==> config.mk <==
export PLATFORM = sky130hd
export DESIGN_NAME = kf_seq
export DESIGN_NICKNAME = d
export VERILOG_FILES = /design/src/rtl/kf_pkg.sv /design/src/rtl/kf_seq.sv
export SDC_FILE = /design/constraint.sdc
export NUM_CORES = 1
export LEC_CHECK = 0
export CAP_MARGIN = 20
export CORE_ASPECT_RATIO = 1.2
export CORE_MARGIN = 1.5
export CORE_UTILIZATION = 25
export DETAILED_ROUTE_END_ITERATION = 7
export GPL_TIMING_DRIVEN = 0
export PLACE_DENSITY = 0.53
export SLEW_MARGIN = 0
export SYNTH_ARGS = -nofsm -noshare
export SYNTH_HDL_FRONTEND = slang
export SYNTH_SLANG_ARGS = --single-unit
==> constraint.sdc <==
create_clock -name clk -period 2.8 [get_ports clk]
set_input_delay 0.42 -clock clk [delete_from_list [all_inputs] [get_ports clk]]
set_output_delay 0.42 -clock clk [all_outputs]
set_load 0.1 [all_outputs]
==> src/rtl/kf_pkg.sv <==
// kf_pkg -- shared definitions for the kf_seq program sequencer.
//
// Holds the opcode values, the sequencer state encoding and the bit
// positions of each field inside the 18-bit instruction word
// {op[2:0], dst[4:0], srca[4:0], srcb[4:0]}.
package kf_pkg;

  localparam int INSTR_W  = 18;
  localparam int FIELD_W  = 5;

  localparam int OP_MSB   = 17;
  localparam int OP_LSB   = 15;
  localparam int DST_MSB  = 14;
  localparam int DST_LSB  = 10;
  localparam int SRCA_MSB = 9;
  localparam int SRCA_LSB = 5;
  localparam int SRCB_MSB = 4;
  localparam int SRCB_LSB = 0;

  localparam logic [2:0] OP_NOP  = 3'd0;
  localparam logic [2:0] OP_RD   = 3'd1;
  localparam logic [2:0] OP_WR   = 3'd2;
  localparam logic [2:0] OP_WQ   = 3'd3;
  localparam logic [2:0] OP_WD   = 3'd4;
  localparam logic [2:0] OP_WAIT = 3'd5;
  localparam logic [2:0] OP_ILL  = 3'd6;
  localparam logic [2:0] OP_HALT = 3'd7;

  typedef enum logic [2:0] {
    ST_IDLE,
    ST_FETCH,
    ST_EXEC,
    ST_WAIT,
    ST_DONE
  } state_t;

  // Pull the opcode field out of an instruction word.
  function automatic logic [2:0] instrOp(input logic [INSTR_W-1:0] instrWord);
    return instrWord[OP_MSB:OP_LSB];
  endfunction

endpackage

==> src/rtl/kf_seq.sv <==
// kf_seq -- small microprogram sequencer driving a data bank, two
// accumulators and an external arithmetic unit.
//
// Ports:
//   clk       in   clock, all state changes on the rising edge
//   rst       in   synchronous active-high reset
//   start     in   launch program at pc=0 (only looked at while idle)
//   last_pc   in   index of the final instruction
//   pc        out  program memory address (memory answers one cycle later)
//   instr     in   instruction word {op, dst, srca, srcb}
//   alu_done  in   arithmetic unit completion pulse (only used while waiting)
//   dira      out  data bank address A (read or write)
//   dirb      out  data bank address B (read)
//   write     out  data bank write enable
//   rq_we     out  RQ accumulator write enable
//   rd_we     out  RD accumulator write enable
//   alu_go    out  operand-valid pulse to the arithmetic unit
//   busy      out  high whenever the sequencer is not idle
//   done      out  one-cycle completion pulse
//   err       out  sticky error (illegal opcode or WAIT timeout)
module kf_seq
  import kf_pkg::*;
#(
  parameter int ADDRW = 5,
  parameter int PCW   = 6,
  parameter int TMO   = 255
) (
  input  logic               clk,
  input  logic               rst,
  input  logic               start,
  input  logic [PCW-1:0]     last_pc,
  output logic [PCW-1:0]     pc,
  input  logic [INSTR_W-1:0] instr,
  input  logic               alu_done,
  output logic [ADDRW-1:0]   dira,
  output logic [ADDRW-1:0]   dirb,
  output logic               write,
  output logic               rq_we,
  output logic               rd_we,
  output logic               alu_go,
  output logic               busy,
  output logic               done,
  output logic               err
);

  // The wait counter only ever has to reach TMO-1 before timing out.
  localparam int CNTW = (TMO < 2) ? 1 : $clog2(TMO);

  state_t              r_state;
  state_t              w_stateNext;
  logic [PCW-1:0]      r_pc;
  logic [PCW-1:0]      w_pcNext;
  logic                r_err;
  logic                w_errNext;
  logic [CNTW-1:0]     r_waitCnt;
  logic [CNTW-1:0]     w_waitCntNext;
  logic                w_advance;

  logic [2:0]          w_op;
  logic [FIELD_W-1:0]  w_dst;
  logic [FIELD_W-1:0]  w_srcA;
  logic [FIELD_W-1:0]  w_srcB;

  assign w_op   = instrOp(instr);
  assign w_dst  = instr[DST_MSB:DST_LSB];
  assign w_srcA = instr[SRCA_MSB:SRCA_LSB];
  assign w_srcB = instr[SRCB_MSB:SRCB_LSB];

  assign pc  = r_pc;
  assign err = r_err;

  // State register plus the pc, sticky error and wait counter. Reset is
  // checked first so it beats start and alu_done arriving in the same cycle.
  always_ff @(posedge clk) begin
    if (rst) begin
      r_state   <= ST_IDLE;
      r_pc      <= '0;
      r_err     <= 1'b0;
      r_waitCnt <= '0;
    end else begin
      r_state   <= w_stateNext;
      r_pc      <= w_pcNext;
      r_err     <= w_errNext;
      r_waitCnt <= w_waitCntNext;
    end
  end

  // Next-state and output decode. Strobes and bank addresses are purely
  // combinational from the current state and the opcode on instr, so they
  // are only ever non-zero while executing. Finishing an ordinary
  // instruction (or a WAIT that saw alu_done) is funnelled through
  // w_advance so the "stop at last_pc, never wrap" rule lives in one place.
  always_comb begin
    w_stateNext   = r_state;
    w_pcNext      = r_pc;
    w_errNext     = r_err;
    w_waitCntNext = r_waitCnt;
    w_advance     = 1'b0;
    dira          = '0;
    dirb          = '0;
    write         = 1'b0;
    rq_we         = 1'b0;
    rd_we         = 1'b0;
    alu_go        = 1'b0;
    busy          = (r_state != ST_IDLE);
    done          = 1'b0;

    case (r_state)
      ST_IDLE: begin
        if (start) begin
          w_stateNext   = ST_FETCH;
          w_pcNext      = '0;
          w_errNext     = 1'b0;
          w_waitCntNext = '0;
        end
      end

      ST_FETCH: begin
        w_stateNext = ST_EXEC;
      end

      ST_EXEC: begin
        case (w_op)
          OP_RD: begin
            dira      = ADDRW'(w_srcA);
            dirb      = ADDRW'(w_srcB);
            alu_go    = 1'b1;
            w_advance = 1'b1;
          end
          OP_WR: begin
            dira      = ADDRW'(w_dst);
            write     = 1'b1;
            w_advance = 1'b1;
          end
          OP_WQ: begin
            rq_we     = 1'b1;
            w_advance = 1'b1;
          end
          OP_WD: begin
            rd_we     = 1'b1;
            w_advance = 1'b1;
          end
          OP_WAIT: begin
            w_stateNext   = ST_WAIT;
            w_waitCntNext = '0;
          end
          OP_HALT: begin
            w_stateNext = ST_DONE;
          end
          OP_ILL: begin
            w_errNext = 1'b1;
            w_advance = 1'b1;
          end
          default: begin
            w_advance = 1'b1;
          end
        endcase
      end

      ST_WAIT: begin
        if (alu_done) begin
          w_advance = 1'b1;
        end else if (r_waitCnt == CNTW'(TMO - 1)) begin
          w_errNext   = 1'b1;
          w_stateNext = ST_DONE;
        end else begin
          w_waitCntNext = r_waitCnt + CNTW'(1);
        end
      end

      ST_DONE: begin
        done        = 1'b1;
        w_stateNext = ST_IDLE;
      end

      default: begin
        w_stateNext = ST_IDLE;
      end
    endcase

    if (w_advance) begin
      if (r_pc == last_pc) begin
        w_stateNext = ST_DONE;
      end else begin
        w_pcNext    = r_pc + PCW'(1);
        w_stateNext = ST_FETCH;
      end
    end
  end

endmodule
==> results of run 1 <==
==> flip-flops by register name, indices dropped and copies added, names as in the netlist <==
name	count
pc	6
r_state	3
err	1
r_waitCnt	8
==> final timing paths <==
| kind | from | end | cells after the start |
|---|---|---|---|
| hold / removal | err | err | 1 |
| setup / recovery | r_state[0] | rq_we | 5 |
| hold reg to reg | err | err | 1 |
| setup reg to reg | r_state[1] | r_waitCnt[3] | 6 |
==> kinds of logic after synthesis <==
| family | after synthesis | synth area share, % |
|---|---|---|
| simple gates | 69 | 36.0 |
| compound gates | 29 | 17.9 |
| flops | 18 | 29.0 |
| xor+xnor | 15 | 10.6 |
| buf+inv | 11 | 3.52 |
| fa+ha+maj | 3 | 3.02 |
==> final cells by class <==
| class | instances | share of cell area, % |
|---|---|---|
| buffer | 6 | 1.55 |
| clock buffer | 4 | 2.97 |
| inverter | 5 | 1.01 |
| multi-input combinational | 116 | 46.1 |
| sequential | 18 | 19.5 |
| tap | 58 | 3.92 |
| timing repair buffer | 50 | 24.9 |
==> metal layers <==
metal | wire, um | vias up | GRT usage, %
met2 | 1560 | 42 | 23.2
met4 | 57 | 0 | 4.90
met5 | 0 | - | 0
met1 | 1430 | 593 | 15.2
met3 | 140 | 6 | 1.82
li1 | - | 642 | -
==> where the power goes <==
group          switching, uW  internal [uW]
clock network           92.8            125
registers               34.5            289
logic                    472            206
==> metrics by stage <==
stage	TNS [ps]	worst slack (ps)
global placement	-6140	-527
CTS	0	10.6
detailed placement	-6250	-548
global route	0	12.7
floorplan	-77.7	-77.7
finish	0	119
==> cell usage after synthesis, types with 3 or more instances <==
master,n
clkbuf_1,3
ha_1,3
nor3_1,14
nand2_1,7
a21oi_1,4
xor2_1,3
nand2b_1,4
xnor2_1,12
o211ai_1,3
nor2_1,7
dfxtp_1,18
and2_1,6
nand3_1,5
o21ai_0,3
a22o_1,5
or3_1,3
inv_1,5
==> what timing repair did <==
| item | 4_1_cts | 5_1_grt |
|---|---|---|
| resized for setup | 57 | 16 |
| endpoints found under the hold margin | 0 | 0 |
| gates cloned | 0 | 0 |
| setup endpoints to repair | 15 | 13 |
==> summary.md, run 1 <==
| Metric | Value |
|---|---|
| Drt via density | `4.99` |
| Most used flip-flop cell after synthesis | `dfxtp_1` |
| Core Footprint | `0.00470 mm2` |
| Max-slew violation count | `0` |
| CTS Buf Count | `3` |
| Die X | `67.4 um` |
| GPL Wtd Cong | `0.788` |
| Placed cell areas | `0.00183 mm2` |
| Final setup fails | `0` |
| Post-synth ARST share | `0%` |
| Count of final hold-check violations | `0` |
| Final Instance Count excl. Fillers | `257` |
| Data arrival, critical path | `2260 ps` |
| Worst rel slew slack | `34.5%` |
| DR WL/cell | `12.4 um` |
| Reg area | `360 um2` |
| Post-synth design cell area | `0.00124 mm2` |
| Leading area contributor after synthesis | `dfxtp_1` |
| Yosys top cell area share | `29.0%` |
| Clk buf depth | `2` |
| Leading cell type in the layout, fill and taps excluded | `clkdlybuf4s50_1` |
| Critical Path Fanout Max | `10` |
| Fillers | `479` |
| Synth warnings | `0` |
| Synth cell types | `45` |
| H-tree levels | `1` |
| Crit path max-delay cell type | `dlygate4sd2_1` |
| # rows | `27` |
| TritonCTS clock tree | `built` |
| Area of the die | `0.00540 mm2` |
| Initial antenna violation count | `0` |
| NumNets Final | `231` |
| CP Data Required Time | `2380 ps` |
| Crit end category | `output pin` |
| Number of routed nets with antenna violations | `0` |
| Crit path time final | `2680 ps` |
| Cells after synthesis | `145` |
| Max_cap viols | `0` |
| Static Leak | `0.000667 uW` |
| Crit share post-route | `95.8%` |
| Synth top area cells | `dfxtp_1 29%, xnor2_1 8.5%, nor3_1 5.6%` |
| Overall Power | `1220 uW` |
| CP bufs+invs | `3` |
| Post-Syn Area per Cell | `8.57 um2` |
| Ratio of cells with drive above 1 in the final layout | `21.1%` |
| Area Growth Syn to Fin | `49.0%` |
| Critical path class | `reg2out` |
| P per Cell Area | `658 mW/mm2` |
| Final Instance Area | `0.00185 mm2` |
| Maximum vdd drop | `0.000360 V` |
| N_diodes | `0` |
| Worst-path clk slew | `70 ps` |
| Hpwl dp | `2550 um` |
| Least-Margin Pin Slew | `980 ps` |
| Flop-to-flop setup slack | `940 ps` |
| Status | `finished clean` |
| Global-route wire length before repair | `5560 um` |
| Initial Utilization | `26.5%` |
| Post-route DRC violation count | `0` |
| HP Class | `reg2reg` |
| Post-Syn Nets | `176` |
| Number of synthesized flops with an enable pin | `0` |
| Total gr overflow | `0` |
| Max Clock Skew | `4.53 ps` |
| FF+latch count, synth | `18` |
| I/O Pins | `51` |
| Peak Freq | `373 MHz` |
| Largest net degree at the start of global routing | `11` |
| Highest-count cells in the layout ignoring fill and taps | `35 x clkdlybuf4s50_1, 18 x dfxtp_1, 13 x nor3_1` |
| Vias in the first global route | `1317` |
| Post-placement cell count | `253` |
| DR pass1 iterations | `4` |
| Hold slack final | `471 ps` |
| Total Wirelength | `3190 um` |
| Port Buffers | `50` |
| Sequential fraction of the synthesis area | `29.0%` |
| Final Core Density | `39.4%` |
| Clk_lat worst skew | `260 ps` |
| Worst setup SP type | `flop` |
| Clock Sinks | `18` |
| Total GRT Usage | `12.9%` |
| RSZ-0062 raised after global routing | `no` |
| DR vias | `1283` |
| Clk Tree Root Cell | `clkbuf_8` |
| Setup repair bufs after CTS | `0` |
| Die Y-Extent | `80.2 um` |
| Hold_buf cts | `0` |
| Iteration-0 DRC Markers | `43` |
| CP peak stage delay | `860 ps` |
| Area occupied by multi-input gates | `855 um2` |
| Crit-path cells | `buf_2, clkbuf_2, nor3_1, and3_1, dlygate4sd2_1` |
| Crit path max-delay family | `buffers and inverters` |
Power figures use the tool's default switching activity.
==> inputs of run 2 (changes only) <==
Settings changed: CORE_UTILIZATION 25 to 46, PLACE_DENSITY 0.53 to 0.87.
==> run 2 against run 1 <==
Effect of this change:
- combinational power grew 2%
- setup slack lost 20 ps
- sequential power is essentially flat
- design area shrank 1.8%
- clock skew grew 1.7 ps
- highest routed layer unchanged
==> summary.md, run 2 (synthesized netlist as in run 1, its figures left out) <==
| Metric | Value |
|---|---|
| Hold slack final | `482 ps (+11.2 ps)` |
| Flop-to-flop setup slack | `910 ps (-30 ps)` |
| P per Cell Area | `650 mW/mm2 (-1.3%)` |
| CP Data Required Time | `2380 ps (about the same)` |
| Max_cap viols | `0 (unchanged)` |
| Clk Tree Root Cell | `clkbuf_4` |
| Worst hold endpoint | `err` |
| Clk buf depth | `2 (unchanged)` |
| Levels on crit path | `5 (unchanged)` |
| Drt via density | `5.65 (+13%)` |
| Total GRT Usage | `24.1% (+11 points)` |
| Number of routed nets with antenna violations | `0 (unchanged)` |
| Crit path time final | `2700 ps (+19.9 ps)` |
| Psw | `600 uW (about the same)` |
| Leading cell type in the layout, fill and taps excluded | `clkdlybuf4s50_1` |
| Total Wirelength | `3300 um (+3.6%)` |
| Largest register FFs | `8 (unchanged)` |
| Highest-count cells in the layout ignoring fill and taps | `34 x clkdlybuf4s50_1, 18 x dfxtp_1, 12 x xnor2_1, 12 x nor3_1, 8 x buf_4` |
| H-tree levels | `1 (unchanged)` |
| Initial antenna violation count | `0 (unchanged)` |
| FF-to-FF path depth | `5 (-1)` |
| Area Growth Syn to Fin | `46.4%` |
| Count of final hold-check violations | `0 (unchanged)` |
| Most used cell, CP | `buf_2` |
| Seq pwr share | `27.6% (+1.1 points)` |
| Global-route wire length before repair | `5470 um (-1.6%)` |
| Total gr overflow | `0 (unchanged)` |
| Clock power frac | `13.9% (-4.0 points)` |
| Worst rel slew slack | `34.8% (+0.32 points)` |
| Clock Sinks | `18 (unchanged)` |
| Data arrival, critical path | `2280 ps (+20 ps)` |
| Static Leak | `0.000692 uW (+3.6%)` |
| Met3 Wirelength | `173 um (+24%)` |
| DR pass1 iterations | `4 (unchanged)` |
| I/O Pins | `51 (unchanged)` |
| Hpwl dp | `2650 um (+3.9%)` |
| Ratio of cells with drive above 1 in the final layout | `21.6% (+0.50 points)` |
| Setup WS post-layout | `98.8 ps (-19.9 ps)` |
| Hold Path Depth | `1 (unchanged)` |
| TritonCTS clock tree | `built` |
| CTS Buf Count | `3 (unchanged)` |
| Crit end category | `output pin` |
| Wire length on met1 | `1290 um (-9.5%)` |
| Core Footprint | `0.00255 mm2 (-46%)` |
| Routed wl met2 | `1730 um (+11%)` |
| Final setup fails | `0 (unchanged)` |
| Port Buffers | `50 (unchanged)` |
| Combinational power share | `58.5% (+2.9 points)` |
| Peak Freq | `370 MHz (-0.74%)` |
| Maximum vdd drop | `0.000521 V (+45%)` |
| Status | `finished clean` |
| Largest net degree at the start of global routing | `11 (unchanged)` |
| Vias in the first global route | `1278 (-3.0%)` |
| # rows | `20 (-26%)` |
| Iteration-0 DRC Markers | `25 (-42%)` |
| Die X | `50.4 um (-25%)` |
| Fillers | `214 (-55%)` |
| Post-route DRC violation count | `0 (unchanged)` |
| DR vias | `1310 (+2.1%)` |
| Worst-path clk slew | `110 ps (+40 ps)` |
| Crit share post-route | `96.5% (+0.71 points)` |
| Uppermost layer routed | `met4` |
| Crit-path cells | `buf_2, buf_2, nor3_2, and3_1, dlygate4sd2_1` |
| Crit path max-delay cell type | `dlygate4sd2_1` |
| Internal power | `583 uW (-6.0%)` |
| GPL Wtd Cong | `0.938 (+19%)` |
| Max-slew violation count | `0 (unchanged)` |
| Critical path class | `reg2out` |
| Pre-CTS setup slack | `-577 ps (-28.1 ps)` |
| Least-Margin Pin Slew | `977 ps (-3.35 ps)` |
| Switch share | `50.7% (+1.6 points)` |
| CP peak stage delay | `850 ps (about the same)` |
| Area of the die | `0.00302 mm2 (-44%)` |
| Critical Path Fanout Max | `10 (unchanged)` |
| Die Y-Extent | `59.9 um (-25%)` |
| CP bufs+invs | `3 (unchanged)` |
| Clk_lat worst skew | `300 ps (+40 ps)` |
| HP Start | `err` |
| Reg-to-Reg Start | `r_state[1]` |
| HP Class | `reg2reg` |
| FF-to-FF End | `pc[0]` |
| NumNets Final | `231 (unchanged)` |
| N_diodes | `0 (unchanged)` |
| Worst setup SP type | `flop` |
| Largest Register | `r_waitCnt` |
| DR WL/cell | `14.2 um (+15%)` |
| Hold_buf cts | `0 (unchanged)` |
| Max Clock Skew | `6.27 ps (+1.74 ps)` |
| RSZ-0062 raised after global routing | `no` |
| Crit path max-delay family | `buffers and inverters` |
| Initial Utilization | `48.7% (+22 points)` |
| Overall Power | `1180 uW (-3.0%)` |
==> run 2: layout make-up <==
cell class,instances,area (um2),share of cell area [%]
Buffer,6,28.8,1.58
Clock buffer,4,36.3,1.99
Inverter,5,18.8,1.03
Multi-Input combinational cell,116,860,47.2
Sequential cell,18,360,19.8
Tap cell,33,41.3,2.27
Timing Repair Buffer,50,474,26.1
==> run 2: power groups by stage <==
stage / logic, uW / registers (uW) / clock network, uW
after floorplan: 439 / 407 / 0
after global placement: 674 / 328 / 0
after detailed placement: 689 / 333 / 0
after CTS: 689 / 327 / 168
after global routing: 739 / 332 / 178
final: 692 / 327 / 164
==> run 2: worst max path at each step <==
stage                           from  endpoint
final                     r_state[0]     rq_we
after CTS                  instr[16]     rd_we
after global placement     instr[17]   dira[0]
after global routing      r_state[0]    alu_go
after detailed placement   instr[17]   dira[3]
after floorplan           r_state[0]   dira[0]
==> run 2: metal layers <==
| layer | vias up | track usage, % |
|---|---|---|
| met2 | 52 | 43.6 |
| met3 | 9 | 3.00 |
| li1 | 642 | - |
| met4 | 0 | 17.4 |
| met1 | 607 | 25.9 |
| met5 | - | 0 |
==> run 2: per-stage QoR <==
stage | instance area, um2 | util, % | instances | setup TNS, ps
3_3_place_gp | 1800 | 70.6 | 228 | -5610
5_1_grt | 1820 | 71.3 | 232 | 0
2_1_floorplan | 1260 | - | 145 | -77.7
3_5_place_dp | 1800 | 70.6 | 228 | -6800
4_1_cts | 1820 | 71.1 | 232 | 0
6_report | 1820 | 71.3 | 232 | 0
==> run 2: what timing repair did <==
item,4_1_cts,5_1_grt
pin swaps,0,0
buffers inserted,0,0
gates resized for setup,66,7
setup endpoints to repair,15,7
endpoints found under the hold margin,0,0
